--- config.mk ---
export PLATFORM = sky130hd
export DESIGN_NAME = dac_stream_tx
export DESIGN_NICKNAME = d
export VERILOG_FILES = /design/src/rtl/dac_stream_tx.sv
export SDC_FILE = /design/constraint.sdc
export NUM_CORES = 1
export LEC_CHECK = 0
export ABC_CLOCK_PERIOD_IN_PS = 4350
export CORE_MARGIN = 3
export CORE_UTILIZATION = 59
export CTS_CLUSTER_DIAMETER = 150
export DETAILED_ROUTE_END_ITERATION = 8
export PLACE_DENSITY = 0.81
export SLEW_MARGIN = 5
export SYNTH_ARGS = -nofsm -noshare
export SYNTH_HDL_FRONTEND = slang
export SYNTH_SLANG_ARGS = --single-unit
--- constraint.sdc ---
create_clock -name DAC_Clk -period 4.35 [get_ports DAC_Clk]
set_clock_uncertainty 0.2 [all_clocks]
set_input_delay 1.0875 -clock DAC_Clk [delete_from_list [all_inputs] [get_ports DAC_Clk]]
set_output_delay 1.0875 -clock DAC_Clk [all_outputs]
set_load 0.1 [all_outputs]
--- src/rtl/dac_stream_tx.sv ---
// Sample stream to R-2R DAC: FIFO buffer, rate divider and playout FSM.
// Optional first-order PDM output on sdOut when SIGMA_DELTA_OUT_EN is defined.
//
// state | meaning
// IDLE  | no ticks, dacOut holds, writes still accepted
// PRIME | waiting for the FIFO to reach half full
// RUN   | divider running, one pop per tick
module dac_stream_tx #(
    parameter int DATA_W = 8,
    parameter int DEPTH  = 16,
    parameter int DIV_W  = 16,
    localparam int AW    = $clog2(DEPTH),
    localparam int LVL_W = AW + 1
) (
    input  logic              DAC_Clk,
    input  logic              Reset,
    input  logic              enable,
    input  logic [DIV_W-1:0]  rateDiv,
    input  logic [DATA_W-1:0] sampleIn,
    input  logic              sampleValid,
    output logic              sampleReady,
    input  logic              underrunClr,
    output logic [DATA_W-1:0] dacOut,
    output logic              sampleStrobe,
    output logic              underrun,
`ifdef SIGMA_DELTA_OUT_EN
    output logic              sdOut,
`endif
    output logic [LVL_W-1:0]  fifoLevel
);

    typedef enum logic [1:0] {IDLE, PRIME, RUN} state_t;

    localparam logic [LVL_W-1:0]  FULL_LVL = LVL_W'(DEPTH);
    localparam logic [LVL_W-1:0]  HALF_LVL = LVL_W'(DEPTH / 2);
    localparam logic [DATA_W-1:0] MIDSCALE = DATA_W'(1) << (DATA_W - 1);

    state_t              state_q, state_d;
    logic [DIV_W-1:0]    cnt_q, cnt_d;
    logic [AW-1:0]       wr_ptr_q, wr_ptr_d;
    logic [AW-1:0]       rd_ptr_q, rd_ptr_d;
    logic [LVL_W-1:0]    level_q, level_d;
    logic [DATA_W-1:0]   dac_q, dac_d;
    logic                strobe_q, strobe_d;
    logic                underrun_q, underrun_d;
    logic [DATA_W-1:0]   mem_q [DEPTH];
    logic [DATA_W-1:0]   mem_d [DEPTH];
    logic                push, pop, tick, empty_tick;

    assign sampleReady  = (level_q != FULL_LVL);
    assign push         = sampleValid && sampleReady;
    assign tick         = (state_q == RUN) && (cnt_q == '0);
    assign pop          = tick && (level_q != '0);
    assign empty_tick   = tick && (level_q == '0);

    always_comb begin
        state_d = state_q;
        cnt_d   = '0;
        case (state_q)
            IDLE:  if (enable) state_d = PRIME;
            PRIME: if (level_q >= HALF_LVL) state_d = RUN;
            RUN:   cnt_d = (cnt_q == '0) ? rateDiv : cnt_q - DIV_W'(1);
            default: state_d = IDLE;
        endcase
        if (!enable) begin
            state_d = IDLE;
            cnt_d   = '0;
        end
    end

    always_comb begin
        mem_d    = mem_q;
        wr_ptr_d = wr_ptr_q;
        rd_ptr_d = rd_ptr_q;
        level_d  = level_q;
        dac_d    = dac_q;
        strobe_d = pop;
        if (push) begin
            mem_d[wr_ptr_q] = sampleIn;
            wr_ptr_d        = wr_ptr_q + AW'(1);
        end
        if (pop) begin
            dac_d    = mem_q[rd_ptr_q];
            rd_ptr_d = rd_ptr_q + AW'(1);
        end
        if (push && !pop)
            level_d = level_q + LVL_W'(1);
        else if (pop && !push)
            level_d = level_q - LVL_W'(1);
        // a simultaneous set beats the clear
        underrun_d = empty_tick ? 1'b1 : (underrunClr ? 1'b0 : underrun_q);
    end

    always_ff @(posedge DAC_Clk) begin
        if (Reset) begin
            state_q    <= IDLE;
            cnt_q      <= '0;
            wr_ptr_q   <= '0;
            rd_ptr_q   <= '0;
            level_q    <= '0;
            dac_q      <= MIDSCALE;
            strobe_q   <= 1'b0;
            underrun_q <= 1'b0;
        end else begin
            state_q    <= state_d;
            cnt_q      <= cnt_d;
            wr_ptr_q   <= wr_ptr_d;
            rd_ptr_q   <= rd_ptr_d;
            level_q    <= level_d;
            dac_q      <= dac_d;
            strobe_q   <= strobe_d;
            underrun_q <= underrun_d;
        end
    end

    // storage needs no reset; pointers and level define validity
    always_ff @(posedge DAC_Clk) begin
        mem_q <= mem_d;
    end

    assign dacOut       = dac_q;
    assign sampleStrobe = strobe_q;
    assign underrun     = underrun_q;
    assign fifoLevel    = level_q;

`ifdef SIGMA_DELTA_OUT_EN
    logic [DATA_W:0] acc_q, acc_d;

    always_comb begin
        acc_d = {1'b0, acc_q[DATA_W-1:0]} + {1'b0, dac_q};
    end

    always_ff @(posedge DAC_Clk) begin
        if (Reset) acc_q <= '0;
        else       acc_q <= acc_d;
    end

    assign sdOut = acc_q[DATA_W];
`endif

endmodule
==> results.yml <==
cells_and_area:
  fillers: 712
  final_net_count: 537
  fin_area_um2: 8050
  mostFrequentLayoutCells: "128 x edfxtp_1, 60 x nor2_1, 44 x clkdlybuf4s50_1, 40 x dfxtp_1, 32 x mux4_2"
  layout.cells.most_common: "edfxtp_1"
  area_delta_synth_final_pct: 16.8
  insertedDiodeCount: 0
  final_layout_size_suffix_gt1_share_pct: 15.3
critical_path:
  r2r-start: "cnt_q[8]$_SDFF_PP0_"
  critPathRequiredTime_ps: 3060
  arrival_ps: 2400
  regToRegSetupSlack_ps: 930
  worstSetupStartpointType: "flop"
  crit_fanout: 5
  r2r-end: "fifoLevel[4]$_SDFFE_PP0P_"
  reg2regPathDepth: 12
  end_kind: "output pin"
  worstSetupPathType: "flop to output pin"
die:
  start_util_pct: 61.9
  die_area_um2: 13000
  core_area_um2: 11100
  die_w_um: 114
  io_pins: 45
  rows: 38
  die_h_um: 114
yosys:
  postSynthAreaPerCell_um2: 15.4
  netlist_instances: 448
  synth_nets: 489
  synth.cell_area_um2: 6890
  synthArstFlopShare_pct: 0
  ys_types: 44
  synth_warnings: 0
  ys_seq_area_share_pct: 67.7
  ys_seq_elements: 169
  synth_edf_count: 128
  ys.flop_type: "edfxtp_1"
route:
  route.detailed.drc: 0
  ant_nets: 0
  dr.pass1.iters: 5
  post_drt_via_cell_ratio: 6.03
  num_vias: 3916
  drt_iter0_markers: 383
  routed_wl_mm: 13.5
  wl_per_cell_um: 20.8
timing:
  rsz0062_at_grt: "false"
  setup_tns_ps: 0
  setup_viol: 0
  relSlewSlack_pct: 29.2
  timing.final.crit_share_pct: 84.8
  max_freq_ghz: 0.271
  period_needed_ps: 3690
  drv_slew: 0
  setup_slack_ps: 663
  worstMarginPinSlew_ps: 1060
  hold_viol_final: 0
  fin_hold_ws_ps: 263
grt:
  grt_use_total_pct: 22.2
  gr-total-overflow: 0
  grt_pass1_vias: 3782
  grt_max_degree: 34
  grt_pass1_wl_mm: 21.1
  grt_antenna_before_repair: 0
clock_network:
  cts_buffers: 17
  clkTransAtPathRegs_ps: 60
  worstSkewPairLatency_ps: 430
  holdBufCountCts: 0
  htreeDepth: 4
  clk_path_buf_depth: 2
  root_buffer: "clkbuf_16"
  clock_sinks: 169
  postCtsSetupBuffers: 0
  cts_resized: 0
  cts_tree: "done"
run_status:
  status: "complete, no violations"
power:
  cellPowerDensity_nw_per_um2: 482
  vdd_drop_max_v: 0.000471
  p_leak_nw: 2.77
worst_hold_path:
  hold_depth: 1
  hold_class: "flop to flop"
  hold_end: "state_q[0]$_SDFFE_PP0P_"
  hp-start: "state_q[1]$_SDFFE_PP0P_"
place:
  place_congestion: 0.789
  port_buffers: 44
  dpl-instance-area_um2: 7480
  dp_slack_ps: 600
  dpl.hpwl_mm: 8.68
run:
  drv_cap: 0
-- through the flow --
step	power, W	util, %	std cells
finish	0.00388	72.3	649
global route	0.00402	72.3	649
CTS	0.00389	72.3	649
detailed placement	0.00247	67.3	617
global placement	0.00245	67.3	617
floorplan	0.00229	-	448
-- cell usage after synthesis, drive strengths merged (7+ instances only) --
cell type | number | area (um^2)
a211oi | 14 | 110
a21oi | 8 | 40.0
a22oi | 13 | 97.6
buf | 8 | 40.0
clkbuf | 16 | 60.1
dfxtp | 41 | 821
edfxtp | 128 | 3840
ha | 11 | 138
inv | 8 | 30.0
mux2i | 11 | 110
mux4 | 32 | 721
nand2 | 19 | 71.3
nor2 | 60 | 225
nor2b | 7 | 43.8
nor3 | 8 | 40.0
xnor2 | 8 | 70.1
xor2 | 11 | 96.3
-- registers in the layout, summed over array words and instances (netlist names) --
| register | cells |
|---|---|
| rd_ptr_q | 4 |
| state_q | 2 |
| fifoLevel | 5 |
| mem_q | 128 |
| wr_ptr_q | 4 |
| sampleStrobe | 1 |
| dacOut | 8 |
| cnt_q | 16 |
| underrun | 1 |
-- layout make-up --
type / count / area [um^2] / area share (%)
Timing Repair Buffer: 53 / 508 / 6.31
Sequential cell: 169 / 4670 / 58.0
Inverter: 8 / 30.0 / 0.373
Tap cell: 140 / 175 / 2.18
Multi-Input combinational cell: 247 / 2100 / 26.1
Clock buffer: 18 / 429 / 5.33
Clock inverter: 14 / 136 / 1.69
-- kinds of logic after synthesis --
group                    share of synthesized area (%)
flip-flops                                        67.7
AND/OR/NAND/NOR                                   8.44
AO/OA/AOI/OAI                                     5.05
multiplexers                                      12.2
buffers and inverters                             1.89
XOR/XNOR                                          2.42
adder cells (fa/ha/maj)                           2.29
-- worst max-delay path by stage --
stage                                    startpoint                        end  cells after the start
after floorplan           fifoLevel[0]$_SDFFE_PP0P_  fifoLevel[4]$_SDFFE_PP0P_                     12
after global placement                  sampleValid  fifoLevel[4]$_SDFFE_PP0P_                     11
after detailed placement                sampleValid  fifoLevel[4]$_SDFFE_PP0P_                     11
after CTS                 fifoLevel[0]$_SDFFE_PP0P_                sampleReady                      3
after global routing      fifoLevel[1]$_SDFFE_PP0P_                sampleReady                      3
final                     fifoLevel[0]$_SDFFE_PP0P_                sampleReady                      3
-- worst max-delay path, cell delays in order, from the launching register on --
cell             delay, ps
dfxtp_1                360
nor4_1                 530
nand2_1                100
clkdlybuf4s50_1        980
-- layer usage --
metal / global-route usage [%] / part of all wire, % / routed length, um / up-vias
met2: 33.6 / 48 / 6460 / 140
met1: 31.3 / 43 / 5860 / 1931
met4: 8.39 / 1.9 / 259 / 0
met3: 5.97 / 6.9 / 925 / 28
met5: 0 / 0 / 0 / -
li1: - / - / - / 1817
-- power by group --
group          internal [W]  switching [W]
combinational      0.000209       0.000385
sequential          0.00180      0.0000478
clock              0.000801       0.000635
total               0.00281        0.00107
Note: power is estimated with default switching activity, not from simulation.
